### src/rtl/edge_event_latch.sv
// Multi-channel edge event latch: per-channel synchroniser, glitch filter and
// mode-qualified edge detect feeding sticky W1C pending bits and a maskable irq.
module edge_event_latch #(
  parameter int WIDTH      = 8,
  parameter int FILTER_LEN = 3
) (
  input  logic                 clk,
  input  logic                 rst_n,
  input  logic [WIDTH-1:0]     in,
  input  logic [2*WIDTH-1:0]   mode,
  input  logic [WIDTH-1:0]     irq_mask,
  input  logic [WIDTH-1:0]     clear,
  output logic [WIDTH-1:0]     level,
  output logic [WIDTH-1:0]     pending,
  output logic                 irq,
  output logic                 irq_edge
);

  localparam int CW = (FILTER_LEN > 1) ? $clog2(FILTER_LEN) : 1;
  localparam logic [CW-1:0] CNT_LAST = CW'(FILTER_LEN - 1);

  logic [1:0] arm_cnt;
  logic       armed;
  logic       irq_d;

  assign armed = &arm_cnt;

  // Level tracks the synchroniser unfiltered until armed, so inputs held
  // through reset never look like an edge.
  always_ff @(posedge clk) begin
    if (!rst_n)      arm_cnt <= '0;
    else if (!armed) arm_cnt <= arm_cnt + 2'd1;
  end

  for (genvar g = 0; g < WIDTH; g++) begin : g_chan
    logic          s1, s2, lv, pd;
    logic [CW-1:0] cnt;
    logic          accept, evt;

    assign accept = armed && (s2 != lv) && (cnt == CNT_LAST);
    assign evt    = accept && (s2 ? mode[2*g] : mode[2*g+1]);

    always_ff @(posedge clk) begin
      if (!rst_n) begin
        s1  <= 1'b0;
        s2  <= 1'b0;
        lv  <= 1'b0;
        cnt <= '0;
        pd  <= 1'b0;
      end else begin
        s1 <= in[g];
        s2 <= s1;
        // Set wins over a simultaneous clear so no event is lost.
        pd <= (pd & ~clear[g]) | evt;
        if (!armed) begin
          lv  <= s2;
          cnt <= '0;
        end else if (s2 == lv) begin
          cnt <= '0;
        end else if (cnt == CNT_LAST) begin
          lv  <= s2;
          cnt <= '0;
        end else begin
          cnt <= cnt + CW'(1);
        end
      end
    end

    assign level[g]   = lv;
    assign pending[g] = pd;
  end

  assign irq      = |(pending & irq_mask);
  assign irq_edge = irq & ~irq_d;

  always_ff @(posedge clk) begin
    if (!rst_n) irq_d <= 1'b0;
    else        irq_d <= irq;
  end

endmodule

### config.mk
export PLATFORM = sky130hd
export DESIGN_NAME = edge_event_latch
export DESIGN_NICKNAME = d
export VERILOG_FILES = /design/src/rtl/edge_event_latch.sv
export SDC_FILE = /design/constraint.sdc
export NUM_CORES = 1
export LEC_CHECK = 0
export ABC_AREA = 1
export CORE_UTILIZATION = 41
export CTS_CLUSTER_SIZE = 20
export DETAILED_ROUTE_END_ITERATION = 7
export HOLD_SLACK_MARGIN = 0.03
export PLACE_DENSITY = 0.77
export SLEW_MARGIN = 20
export SYNTH_ARGS = -nofsm -noshare
export SYNTH_HDL_FRONTEND = slang
export SYNTH_SLANG_ARGS = --single-unit
### constraint.sdc
create_clock -name clk -period 1.9 [get_ports clk]
set_input_delay 0.38 -clock clk [delete_from_list [all_inputs] [get_ports clk]]
set_output_delay 0.38 -clock clk [all_outputs]
set_load 0.1 [all_outputs]
==> After elaboration in Yosys (flattened, before gate mapping) <==
Index checks and enable logic that the tools add are counted.
{ "op_classes": {"reduce_logical": 42, "n_eq_ne": 40, "muxes": 32, "bitwise": 29, "add_sub_neg": 9} }
{ "ops": {"columns": ["op", "n"], "rows": [
  ["1-bit two-way mux", 32],
  ["4-bit OR reduction", 8],
  ["1-bit logical AND", 24],
  ["2-bit by 1-bit adder with 2-bit output, second input constant", 9],
  ["2-bit AND reduction", 9],
  ["2-bit equality test, second input constant", 8],
  ["2-bit by 1-bit inequality test with 1-bit output, second input constant", 8],
  ["2-bit inequality test, second input constant", 8],
  ["1-bit NOT", 11],
  ["1-bit bitwise AND", 9],
  ["8-bit bitwise AND", 1],
  ["1-bit equality test", 8],
  ["1-bit inequality test", 8],
  ["1-bit OR", 8],
  ["8-bit OR reduction", 1]
]} }
{ "totals": {"regBits": 51, "in_bits": 42} }

==> Longest topological paths before layout <==
Gate-level depths: netlist of the first run.
{ "depth": {"word_depth": 5, "depth_mapped": 6, "depth_no_buf": 6} }

==> Least setup slack after synthesis of the first run <==
OpenSTA, ideal clock, no wires.
{ "synth_timing": {"path_type": "input to output", "startpoint": "input port irq_mask[0]", "endpoint": "output port irq_edge", "path_slack_ns": -0.495, "arrival_ns": 2.015, "n_path_buf": 0, "cell_stages": 4, "cell_sequence": "nand2_1 nand2_1 nor2_1 a21oi_1"} }
{ "synth_between": {"elab_chain_len": 3} }
{ "synth_lines": {"columns": ["item", "line", "rtl"], "rows": [
  ["start: declaration", "11", "input logic [WIDTH-1:0] irq_mask,"],
  ["8-bit bitwise AND", "73", "assign irq = |(pending & irq_mask);"],
  ["8-bit OR reduction", "73", null],
  ["1-bit bitwise AND", "74", "assign irq_edge = irq & ~irq_d;"],
  ["end: declaration", "16", "output logic irq_edge"]
]} }
Every way passes these cells.

==> Worst setup path in the final report of the first run <==
{ "layout_timing": {"startpoint": "input port irq_mask[2]", "endpoint": "output port irq_edge"} }
Same word-level chain as after synthesis.

==> results of run 1 <==
-- power by group through the flow --
stage,logic (mW),registers (mW),clock network [mW]
4_1_cts,0.385,1.14,0.614
3_3_place_gp,0.377,1.17,0
5_1_grt,0.416,1.15,0.654
6_report,0.382,1.14,0.586
2_1_floorplan,0.243,1.15,0
3_5_place_dp,0.383,1.17,0
-- state kept, by name, indices dropped and copies added (netlist names) --
name        count
arm_cnt         2
g_chan.cnt     16
g_chan.lv       8
g_chan.pd       8
g_chan.s1       8
g_chan.s2       8
irq_d           1
-- layout by cell type (no fill, tap or decap), drive strengths merged --
cell type and n:
clkdlybuf4s50 41, buf 21, nor2 26, clkbuf 7
ha 9, or2 7, nand2 81, nand3 15
nand3b 1, dfxtp 51, inv 62, a21oi 23
clkinv 2, o21ai 10
-- layer usage --
metal  vias to the layer above  part of all wire, %  track usage, %
li1                        996                    -               -
met1                       776                   47           18.19
met2                        51                   45           27.14
met3                         7                  6.1           4.762
met4                         0                  2.3           8.436
met5                         -                    0               0
-- worst min-delay path, cell delays in order (launching register included) --
cell     delay [ns]
dfxtp_1        0.31
nand2_1        0.04
inv_1          0.04
-- cells by family after synthesis --
kind of cell | Yosys count | synth area share (%)
adders and majority gates | 9 | 5.051
DFF | 51 | 45.79
and+or+nand+nor | 130 | 23.68
AOI/OAI and AO/OA | 33 | 7.576
buffers and inverters | 84 | 17.90
-- metrics by stage --
stage / total power [mW] / worst slack (ns) / instances / utilization, %
after floorplan: 1.398 / 0.08518 / 307 / -
after global placement: 1.544 / 0.01613 / 418 / 55.61
after detailed placement: 1.552 / 0.02400 / 418 / 55.61
after CTS: 2.143 / 0.02185 / 426 / 57.18
after global routing: 2.221 / 0.01159 / 426 / 57.23
final: 2.112 / 0.09213 / 426 / 57.23
-- final cells by class --
cell class / count / area (sq um)
Fill cell: 469 / 2212
Sequential cell: 51 / 1021
Multi-Input combinational cell: 172 / 815.8
Timing Repair Buffer: 62 / 718.2
Inverter: 63 / 236.5
Tap cell: 70 / 87.58
Clock buffer: 7 / 76.32
Clock inverter: 1 / 5.005
-- final timing paths --
kind,start,to,slack [ns],cells after the start
min reg2reg,g_chan[7].s1$_SDFF_PN0_,g_chan[7].s2$_SDFF_PN0_,0.41,2
min,g_chan[7].s1$_SDFF_PN0_,g_chan[7].s2$_SDFF_PN0_,0.41,2
max reg2reg,arm_cnt[0]$_SDFFE_PN0P_,g_chan[5].cnt[1]$_SDFF_PP0_,0.44,6
max,irq_mask[2],irq_edge,0.09,6
-- timing repair --
item,CTS,global route
setup endpoints to repair,0,2
resized for setup,0,1
hold buffers,0,0
endpoints found under the hold margin,0,0
==> flow_metrics.tcl, run 1 <==
set metrics [dict create \
    outcome "finished clean" \
    grt_pass1_wl_um 6748 \
    first_iter_violations 45 \
    yosys_warnings 0 \
    stdcell_area_sq_mm 0.002960 \
    synth_commonest_cells "nand2_1 (81), inv_1 (61), dfxtp_1 (51)" \
    drt-total-wl_um 4043 \
    critical_path_class "primary input to output port" \
    synthArstFlopShare_pct 0 \
    coreArea_sq_mm 0.005172 \
    yosys_most_used_dff "dfxtp_1" \
    worstPathRequired_ns 1.52 \
    p_leak_nw 1.344 \
    syn_to_final_growth_pct 32.77 \
    ir_worst_vdd_mv 0.4414 \
    vias 1830 \
    synth.top_cell.area_share_pct 45.79 \
    cp-end-kind "output port" \
    num_rows 26 \
    nNetsFinal 406 \
    syn_inst 307 \
    worstSkewPairLatency_ns 0.30 \
    powerDensity_mw_per_mm2 713.5 \
    yosys.cell_count.top_type "nand2_1" \
    cts.sinks 51 \
    wl_per_cell_um 9.491 \
    start_kind "primary input" \
    drv_slew 0 \
    track_usage_pct 16.03 \
    dpl_cell_area_sq_mm 0.002877 \
    slowest_stage "clkdlybuf4s50_1" \
    overflow 0 \
    hold_viol 0 \
    pwr-share-seq_pct 54.1 \
    synthesis.nets 358 \
    crit_buf_inv 2 \
    worst_pin_slew_ns 0.3310 \
    netlist_area_sq_mm 0.002230 \
    holdCritPathClass "flop to flop" \
    ys_ff_latch 51 \
    cp_max_fo 3 \
    gp_congestion 0.7417 \
    p_sw_mw 0.5699 \
    rsz0062_at_grt "no" \
    crit_arrival_ns 1.43 \
    drt-vias-per-instance 4.296 \
    cpPeakStageDelay_ns 0.45 \
    start_util_pct 43.11 \
    power.internal_mw 1.542 \
    synth_edf_count 0 \
    n_antenna_cell 0 \
    portBuffers 59 \
    fin_tns_setup_ns 0 \
    yosys-top-cells-area "dfxtp_1 (46%), nand2_1 (14%), inv_1 (10%), buf_4 (6.1%), ha_1 (5.1%)" \
    switching_share_pct 26.98 \
    share_comb_of_total_power_pct 18.1 \
    cts_made_buffers 5 \
    hold_ws_ns 0.4090 \
    die_area_sq_mm 0.005737 \
    finalCriticalPeriod_ns 1.808 \
    cts_tree "yes" \
    crit_chain "clkdlybuf4s50_1 > nand2_1 > nand2_1 > nor2_2 > a21oi_2 > buf_12" \
    clk_pin_slew_worst_paths_ns 0.08 \
    drive_gt1_share_pct 10.67 \
    firstDrtPassIters 4 \
    critPathTopFamily "buffers and inverters" \
    period_share_pct 95.15 \
    die_x_um 75.75 \
    ys_seq_area_share_pct 45.79 \
    skew_ns 0.004428 \
    syn_area_per_cell_sq_um 7.263 \
    die_h_um 75.75 \
    antenna_found_initial 0 \
    fmax_ghz 0.5531 \
    p_clk_share_pct 27.8 \
    grt_max_degree 15 \
    synth_cell_types 17 \
    post_cts_buffers 0 \
    postRouteAntennaNets 0 \
    drv_cap 0 \
    drc 0 \
    critPathMostFrequentCell "nand2_1" \
    dpl.hpwl_um 3092 \
    synth_top_area_cell "dfxtp_1" \
    first_global_vias 1680 \
    root_buffer "clkbuf_8" \
    setup_viol 0 \
    ios 60 \
    slew_headroom_pct 77.80 \
    h-tree-depth 2 \
    clock_path_buffers 2 \
]
(Power assumes the default switching activity.)
==> run 2: changes to the inputs <==
--- a/config.mk
+++ b/config.mk
@@ -9,6 +9,7 @@
 export CORE_UTILIZATION = 41
 export CTS_CLUSTER_SIZE = 20
 export DETAILED_ROUTE_END_ITERATION = 7
+export GPL_TIMING_DRIVEN = 1
 export HOLD_SLACK_MARGIN = 0.03
 export PLACE_DENSITY = 0.77
 export SLEW_MARGIN = 20
==> results of run 2 <==
The final DEF is identical to that of run 1; final timing and power are the same.
==> run 3: changes to the inputs <==
--- a/config.mk
+++ b/config.mk
@@ -6,12 +6,14 @@
 export NUM_CORES = 1
 export LEC_CHECK = 0
 export ABC_AREA = 1
+export CAP_MARGIN = 25
 export CORE_UTILIZATION = 41
-export CTS_CLUSTER_SIZE = 20
+export CTS_CLUSTER_SIZE = 8
 export DETAILED_ROUTE_END_ITERATION = 7
 export GPL_TIMING_DRIVEN = 1
 export HOLD_SLACK_MARGIN = 0.03
 export PLACE_DENSITY = 0.77
+export SKIP_LAST_GASP = 1
 export SLEW_MARGIN = 20
 export SYNTH_ARGS = -nofsm -noshare
 export SYNTH_HDL_FRONTEND = slang
==> results of run 3 <==
The final DEF is identical to that of run 1; final timing and power are the same.
